### src/rtl/bcd_serial_addsub_pkg.sv
// Shared definitions for the digit-serial BCD adder/subtractor.
//   - FSM state encoding (IDLE/RUN/DONE)
//   - BCD constants (largest legal digit, decimal correction)
//   - is_bcd_digit: 1 when a 4-bit nibble is a legal decimal digit
package bcd_defs;

  typedef enum logic [1:0] {
    ST_IDLE = 2'd0,
    ST_RUN  = 2'd1,
    ST_DONE = 2'd2
  } state_t;

  localparam logic [3:0] BCD_MAX  = 4'd9;
  localparam logic [3:0] BCD_CORR = 4'd6;

  function automatic logic is_bcd_digit(input logic [3:0] d);
    return (d <= BCD_MAX);
  endfunction

endpackage

### src/rtl/bcd_serial_addsub_digit_unit.sv
// Single-digit BCD add/subtract stage (purely combinational).
// Ports:
//   a_i       4   digit of operand A
//   b_i       4   digit of operand B
//   sub_i     1   1 = use the nine's complement of b_i
//   carry_i   1   decimal carry into this digit
//   digit_o   4   corrected BCD result digit
//   carry_o   1   decimal carry out of this digit
module bcd_digit_unit
  import bcd_defs::*;
(
  input  logic [3:0] a_i,
  input  logic [3:0] b_i,
  input  logic       sub_i,
  input  logic       carry_i,
  output logic [3:0] digit_o,
  output logic       carry_o
);

  logic [3:0] bd;
  logic [4:0] t;
  logic [4:0] t_corr;

  // Nine's complement wraps mod 16 for illegal digits; the invalid flag
  // at the top level tells the user the result is meaningless then.
  assign bd     = sub_i ? (BCD_MAX - b_i) : b_i;
  assign t      = {1'b0, a_i} + {1'b0, bd} + {4'b0000, carry_i};
  assign t_corr = t + {1'b0, BCD_CORR};

  always_comb begin
    digit_o = t[3:0];
    carry_o = 1'b0;
    if (t > {1'b0, BCD_MAX}) begin
      digit_o = t_corr[3:0];
      carry_o = 1'b1;
    end
  end

endmodule

### src/rtl/bcd_serial_addsub.sv
// Digit-serial BCD adder/subtractor: one digit per clock, LSD first,
// one shared correct-by-6 stage regardless of DIGITS.
// Ports:
//   clk      1          rising-edge clock
//   reset    1          synchronous active-high reset
//   start    1          request pulse, honoured only in IDLE
//   sub      1          0 = A+B+cin, 1 = A-B
//   cin      1          decimal carry-in (add mode)
//   a, b     4*DIGITS   packed BCD operands, digit 0 in [3:0]
//   busy     1          operation in progress
//   done     1          one-cycle pulse, result valid
//   sum      4*DIGITS   packed BCD result
//   cout     1          add: carry-out; sub: 1 = no borrow
//   invalid  1          some operand digit was > 9
module bcd_serial_addsub
  import bcd_defs::*;
#(
  parameter int DIGITS = 4
) (
  input  logic                  clk,
  input  logic                  reset,
  input  logic                  start,
  input  logic                  sub,
  input  logic                  cin,
  input  logic [4*DIGITS-1:0]   a,
  input  logic [4*DIGITS-1:0]   b,
  output logic                  busy,
  output logic                  done,
  output logic [4*DIGITS-1:0]   sum,
  output logic                  cout,
  output logic                  invalid
);

  localparam int W     = 4 * DIGITS;
  localparam int IDXW  = (DIGITS > 1) ? $clog2(DIGITS) : 1;
  localparam int NSLOT = 1 << IDXW;
  localparam logic [IDXW-1:0] LAST_IDX = IDXW'(DIGITS - 1);

  state_t          state_q, state_d;
  logic [IDXW-1:0] idx_q, idx_d;
  logic [W-1:0]    a_q, a_d;
  logic [W-1:0]    b_q, b_d;
  logic            sub_q, sub_d;
  logic            carry_q, carry_d;
  logic [W-1:0]    sum_q, sum_d;
  logic            cout_q, cout_d;
  logic            invalid_q, invalid_d;

  // Digit views padded to a power of two so the index never leaves range.
  logic [3:0] a_dig [NSLOT];
  logic [3:0] b_dig [NSLOT];
  logic [DIGITS-1:0] bad_a, bad_b;

  logic [3:0] unit_digit;
  logic       unit_carry;
  logic       running;

  genvar gi;
  generate
    for (gi = 0; gi < NSLOT; gi++) begin : g_slot
      if (gi < DIGITS) begin : g_used
        assign a_dig[gi] = a_q[gi*4 +: 4];
        assign b_dig[gi] = b_q[gi*4 +: 4];
      end else begin : g_pad
        assign a_dig[gi] = 4'd0;
        assign b_dig[gi] = 4'd0;
      end
    end

    // Validity is judged on the operands being latched at start.
    for (gi = 0; gi < DIGITS; gi++) begin : g_valid
      assign bad_a[gi] = !is_bcd_digit(a[gi*4 +: 4]);
      assign bad_b[gi] = !is_bcd_digit(b[gi*4 +: 4]);
    end
  endgenerate

  bcd_digit_unit u_digit (
    .a_i     (a_dig[idx_q]),
    .b_i     (b_dig[idx_q]),
    .sub_i   (sub_q),
    .carry_i (carry_q),
    .digit_o (unit_digit),
    .carry_o (unit_carry)
  );

  assign running = (state_q == ST_RUN);

  // Only the digit currently addressed is overwritten; the rest hold.
  generate
    for (gi = 0; gi < DIGITS; gi++) begin : g_sum
      assign sum_d[gi*4 +: 4] = (running && (idx_q == IDXW'(gi)))
                              ? unit_digit : sum_q[gi*4 +: 4];
    end
  endgenerate

  always_comb begin
    state_d   = state_q;
    idx_d     = idx_q;
    a_d       = a_q;
    b_d       = b_q;
    sub_d     = sub_q;
    carry_d   = carry_q;
    cout_d    = cout_q;
    invalid_d = invalid_q;
    unique case (state_q)
      ST_IDLE: begin
        if (start) begin
          state_d   = ST_RUN;
          idx_d     = '0;
          a_d       = a;
          b_d       = b;
          sub_d     = sub;
          // Subtraction is A + nines(B) + 1, i.e. ten's complement.
          carry_d   = sub ? 1'b1 : cin;
          invalid_d = |{bad_a, bad_b};
        end
      end
      ST_RUN: begin
        carry_d = unit_carry;
        if (idx_q == LAST_IDX) begin
          state_d = ST_DONE;
          idx_d   = '0;
          cout_d  = unit_carry;
        end else begin
          idx_d = idx_q + 1'b1;
        end
      end
      ST_DONE: begin
        state_d = ST_IDLE;
      end
      default: begin
        state_d = ST_IDLE;
      end
    endcase
  end

  always_ff @(posedge clk) begin
    if (reset) begin
      state_q   <= ST_IDLE;
      idx_q     <= '0;
      a_q       <= '0;
      b_q       <= '0;
      sub_q     <= 1'b0;
      carry_q   <= 1'b0;
      sum_q     <= '0;
      cout_q    <= 1'b0;
      invalid_q <= 1'b0;
    end else begin
      state_q   <= state_d;
      idx_q     <= idx_d;
      a_q       <= a_d;
      b_q       <= b_d;
      sub_q     <= sub_d;
      carry_q   <= carry_d;
      sum_q     <= sum_d;
      cout_q    <= cout_d;
      invalid_q <= invalid_d;
    end
  end

  assign busy    = (state_q == ST_RUN);
  assign done    = (state_q == ST_DONE);
  assign sum     = sum_q;
  assign cout    = cout_q;
  assign invalid = invalid_q;

endmodule

### config.mk
export PLATFORM = sky130hd
export DESIGN_NAME = bcd_serial_addsub
export DESIGN_NICKNAME = d
export VERILOG_FILES = /design/src/rtl/bcd_serial_addsub_pkg.sv /design/src/rtl/bcd_serial_addsub_digit_unit.sv /design/src/rtl/bcd_serial_addsub.sv
export SDC_FILE = /design/constraint.sdc
export NUM_CORES = 1
export LEC_CHECK = 0
export BUFFER_PORTS_ARGS = -buffer_cell sky130_fd_sc_hd__buf_2
export CAP_MARGIN = 5
export CORE_MARGIN = 2
export CORE_UTILIZATION = 58
export DETAILED_ROUTE_END_ITERATION = 7
export PLACE_DENSITY = 0.82
export SYNTH_ARGS = -nofsm -noshare
export SYNTH_HDL_FRONTEND = slang
export SYNTH_SLANG_ARGS = --single-unit
### constraint.sdc
create_clock -name clk -period 8.51 [get_ports clk]
set_input_delay 0.4255 -clock clk [delete_from_list [all_inputs] [get_ports clk]]
set_output_delay 0.4255 -clock clk [all_outputs]
set_load 0.005 [all_outputs]
After elaboration in Yosys (flattened, before gate mapping)
Index checks and enable logic that the tools add are counted.
{"block": "totals", "register_bits": 56, "latch_bits": 0, "ram_bits": 0, "romBits": 0, "input_bits": 37, "out_inout_bits": 20, "word_cells": 73, "n_memories": 0}
{"block": "op_classes", "add_sub_neg": 5, "mul": 0, "n_div": 0, "magnitude_cmp": 10, "n_eq_ne": 7, "n_shift": 0, "muxes": 18, "bitwise": 1, "reduce_logical": 20}
{"op": "<= comparator 4 bit, second input constant", "count": 8}
{"op": "2-to-1 mux 4 bit", "count": 6}
{"op": "binary-select mux 4 bit (select 2 bit)", "count": 2}
{"op": "zero test 1 bit", "count": 8}
{"op": "2-to-1 mux 2 bit", "count": 4}
{"op": "one-hot mux 2 bit (2 select lines)", "count": 2}
{"op": "AND reduction 2 bit", "count": 4}
{"op": "OR reduction 8 bit", "count": 1}
{"op": "equality test 2 bit, second input constant", "count": 3}
{"op": "adder 4 x 4 -> 5 bit", "count": 1}
{"op": "adder 5 x 1 -> 5 bit", "count": 1}
{"op": "> comparator 5 x 4 -> 1 bit, second input constant", "count": 1}
{"op": "adder 4 x 3 -> 4 bit, second input constant", "count": 1}
{"op": "equality test 2 x 1 -> 1 bit, second input constant", "count": 2}
{"op": "logical AND 1 bit", "count": 4}
{"op": "zero test 2 bit", "count": 2}
{"op": "subtractor 4 bit, first input constant", "count": 1}
{"op": "greater-or-equal comparator 3 bit, second input constant", "count": 1}
{"op": "2-to-1 mux 1 bit", "count": 3}
{"op": "inverter 2 -> 3 bit", "count": 1}
{"op": "adder 2 x 1 -> 2 bit, second input constant", "count": 1}
{"op": "inequality test 2 x 1 -> 1 bit, second input constant", "count": 1}
{"op": "inequality test 2 bit, second input constant", "count": 1}
{"op": "one-hot mux 1 bit (2 select lines)", "count": 1}
{"op": "nonzero test 2 bit", "count": 1}

Longest topological paths before layout
{"block": "logic_depth", "ltp_word": 11, "depth_mapped": 13, "mapped_depth_nobuf": 12}

Modules after synthesis
Synthesis repeated with hierarchy kept, for this count alone.
{"block": "hier_totals", "cells_unflattened": 309, "hier_area_um2": 2652.5}
{"mod": "bcd_serial_addsub", "n_inst": 1, "cells_each": 274, "area_per_inst_um2": 2374.8, "seq_area_each_um2": 1121.1}
{"mod": "bcd_digit_unit", "n_inst": 1, "cells_each": 35, "area_per_inst_um2": 277.8, "seq_area_each_um2": 0.0}

Worst setup path before layout
OpenSTA, ideal clock, no wires.
{"block": "synth_path", "path_kind": "reg2reg", "from": "reg idx_q[0]", "to": "reg sum_q[10], in the netlist sum[10]", "setup_ns": 0.085, "arrival_time_ns": 3.567, "required_ns": 8.425, "slack_ns": 4.858, "stages_incl_launch_ff": 14, "path_buffers": 2, "synth_period_minus_slack_ns": 3.652, "cell_sequence": "dfxtp_1 -> buf_2 -> mux4_2 -> xnor2_1 -> fa_1 -> inv_1 -> fa_1 -> buf_2 -> inv_1 -> ha_1 -> a22oi_4 -> a31oi_4 -> mux2_4 -> o31ai_2"}
{"block": "synth_between", "elab_chain_cells": 10, "elab_cells_between_ends": 16, "cone_classes": "4 x add/sub; 1 x order compare; 1 x eq/ne; 8 x mux; 1 x bitwise; 1 x reduce/logical"}
{"item": "start, declared", "line": "bcd_serial_addsub.sv:40", "source": "logic [IDXW-1:0] idx_q, idx_d;"}
{"item": "start signal, assigned", "line": "bcd_serial_addsub.sv:150", "source": "idx_q <= idx_d;"}
{"item": "inverter 2 -> 3 bit (not written as such)", "line": "bcd_serial_addsub.sv:78, bcd_serial_addsub.sv:79"}
{"item": "binary-select mux 4 bit (select 2 bit)", "line": "bcd_serial_addsub.sv:79", "source": ".b_i (b_dig[idx_q]),"}
{"item": "2-to-1 mux 4 bit (not written as such) (2 in series)", "line": "bcd_serial_addsub.sv:79"}
{"item": "subtractor 4 bit", "line": "bcd_serial_addsub_digit_unit.sv:26", "source": "assign bd = sub_i ? (BCD_MAX - b_i) : b_i;"}
{"item": "2-to-1 mux 4 bit", "line": "bcd_serial_addsub_digit_unit.sv:26"}
{"item": "adder 4 x 4 -> 5 bit", "line": "bcd_serial_addsub_digit_unit.sv:27", "source": "assign t = {1'b0, a_i} + {1'b0, bd} + {4'b0000, carry_i};"}
{"item": "adder 5 x 1 -> 5 bit", "line": "bcd_serial_addsub_digit_unit.sv:27"}
{"item": "adder 4 x 3 -> 4 bit / > comparator 5 x 4 -> 1 bit (equally long branches)", "line": "bcd_serial_addsub_digit_unit.sv:28, bcd_serial_addsub_digit_unit.sv:33"}
{"item": "2-to-1 mux 4 bit", "line": "bcd_serial_addsub_digit_unit.sv:33", "source": "if (t > {1'b0, BCD_MAX}) begin"}
{"item": "end signal, assigned", "line": "bcd_serial_addsub.sv:155", "source": "sum_q <= sum_d;"}
{"item": "end, declared", "line": "bcd_serial_addsub.sv:45", "source": "logic [W-1:0] sum_q, sum_d;"}
Several ways; a longest one is shown, not always the timed one. The select of a mux whose other input is x is not followed.
A chain may end at the register's enable or synchronous reset.

Final worst setup path
{"block": "layout_path", "from": "reg idx_q[0]", "to": "reg sum_q[6], in the netlist sum[6]"}
Same word-level chain as after synthesis.

==> flow_metrics.tcl <==
set metrics [dict create \
    synth-edff-count 0 \
    hold_violations 0 \
    synth_top_area_share_pct 41.03 \
    whs_ps 344.4 \
    ios 57 \
    ys_seq_elements 56 \
    cp_slowest_cell "dfxtp_1" \
    clock_sink_count 56 \
    synthFlopType "dfxtp_1" \
    post-route-period-util_pct 48.05 \
    clock_skew_ps 4.252 \
    cts.path.max_buffers 2 \
    globalplace.congestion 0.9149 \
    worst_slew_pin_slew_ps 1184 \
    slowest_delay_ps 770 \
    antenna_found_initial 0 \
    clkTransAtPathRegs_ps 90 \
    crit_fanout 13 \
    hpwl_um 4234 \
    fin_crit_ps 4089 \
    grt_start_max_net_pins 61 \
    syn_nets 365 \
    timing.rr.start "idx_q[0]" \
    cts-root-buf "clkbuf_8" \
    grt.overflow.total 0 \
    synth.most_common_cell "nand2_1" \
    synth.avg_cell_area_um2 8.620 \
    synth.distinct_cells 36 \
    p_leak_nw 1.278 \
    worstPathRequired_ps 8730 \
    cp.buffers_inverters 2 \
    num_rows 24 \
    first_global_vias 2167 \
    cp-startpoint "idx_q[0]" \
    setup_viol 0 \
    vias 2363 \
    slew_viol_final 0 \
    synth_top_cell_by_area "dfxtp_1" \
    status "finished clean" \
    avgViaCountPerCell 5.722 \
    ant_nets 0 \
    syn_area_mm2 0.002733 \
    drv_cap 0 \
    cts_setup_buffers 0 \
    synth_warnings 0 \
    wl_um 5833 \
    routedWlPerCell_um 14.12 \
    drt_iter0_markers 122 \
    drive_above_1_share_pct 23.55 \
    ys_seq_area_share_pct 41.03 \
    cts_made_buffers 5 \
    vdd_drop_max_v 0.0001061 \
    cp-end-kind "flip-flop" \
    power_density_mw_per_mm2 189.6 \
    ctsResizeCount 0 \
    dieArea_mm2 0.005277 \
    num-fill-cells 379 \
    max_freq_mhz 244.6 \
    arrival_ps 4310 \
    critPathLaunchType "flip-flop" \
    rsz0062_at_grt "no" \
    finalNonFillerCells 413 \
    die_h_um 72.64 \
    area_growth_syn_to_layout_pct 13.92 \
    grt_usage_pct 23.22 \
    holdBufCountCts 0 \
    numPortBuffers 56 \
    route.detailed.drc 0 \
    firstDrtPassIters 5 \
    num_antenna_cells 0 \
    worstHoldPathType "in -> reg" \
    synth_area_leaders "dfxtp_1, nand2_1, a21oi_1" \
    synthTopCellsByCount "nand2_1, dfxtp_1, a21oi_1, nor2_1, clkbuf_1" \
    relSlewSlack_pct 20.74 \
    finalPower_mw 0.5903 \
    insertion_delay_ps 300 \
    synthCells 317 \
    placed_cells 405 \
    cp_top_family "adder cells" \
    coreArea_mm2 0.004444 \
    critPathKind "reg -> reg" \
    tritoncts "built" \
    fin_setup_tns_ps 0 \
    initial_utilization_pct 61.49 \
    h-tree-depth 2 \
    nets 408 \
    grt_pass1_wl_um 9749 \
    crit_chain "mux4_2 -> xnor2_1 -> fa_1 -> inv_1 -> fa_1 -> inv_1 -> ha_1 -> a22oi_4 -> a31oi_4 -> mux2_4 -> o31ai_2" \
    die_w_um 72.64 \
    holdCritStartpoint "b[0]" \
    async_flop_share_pct 0 \
]
routing by layer:
| layer | track usage, % | wire, µm |
|---|---|---|
| met5 | 0 | 0 |
| met4 | 8.025 | 59 |
| met3 | 3.177 | 316 |
| met2 | 40.40 | 2931 |
| met1 | 29.54 | 2525 |
worst register-to-register path, stage by stage, from the launching register on:
cell	delay, ps
dfxtp_1	770
mux4_2	600
xnor2_1	160
fa_1	410
inv_1	80
fa_1	550
inv_1	200
ha_1	280
a22oi_4	150
a31oi_4	260
mux2_4	360
o31ai_2	180
cells by family after synthesis:
family	Yosys count	synth area share, %
simple gates	128	20.60
xor+xnor	3	0.9617
flops	56	41.03
mux	9	7.143
compound gates	81	20.56
fa+ha+maj	11	5.586
buf+inv	29	4.121
area by class of cell:
class                      instances  area (µm²)  area share, %
clock inverter                     2       35.03          1.125
inverter                           8       30.03         0.9646
multi-input combinational        232        1501          48.23
clock buffer                       6       72.57          2.331
sequential                        56        1121          36.01
timing repair buffer              57       287.8          9.244
tap                               52       65.06          2.090
flip-flops by register name, indices dropped and copies added (netlist names):
register,count
a_q,16
b_q,16
carry_q,1
cout,1
idx_q,2
invalid,1
state_q,2
sub_q,1
sum,16
metrics by stage:
stage | worst slack [ps] | util [%] | instance area (µm²)
detailed placement | 4440 | 67.62 | 3005
global route | 4175 | 70.05 | 3113
global placement | 4593 | 67.62 | 3005
floorplan | 4858 | - | 2733
finish | 4421 | 70.05 | 3113
CTS | 4373 | 70.05 | 3113
power by group:
| group | internal, mW | leakage, nW | total (mW) | switching [mW] |
|---|---|---|---|---|
| Sequential | 0.277 | 0.458 | 0.287 | 0.00997 |
| Combinational | 0.0541 | 0.765 | 0.133 | 0.0790 |
| Clock | 0.0875 | 0.0552 | 0.171 | 0.0831 |
placed cells by master (no fill, tap or decap), drive strengths merged, types with 5 or more instances in the layout:
master  instances
ha              9
buf            57
a21oi          39
clkbuf          6
and2            5
mux4            8
a211oi         10
dfxtp          56
o21ai          11
nand3           8
nor2           19
nand2          74
inv             8
a31oi           5
nor3            6
path summary, 6_finish.rpt:
check	to	slack, ps	cells after the start
max reg2reg	sum[6]	4420	11
min reg2reg	b_q[5]	460	2
min	b_q[0]	340	3
max	sum[6]	4420	11
Power figures use the tool's default switching activity.
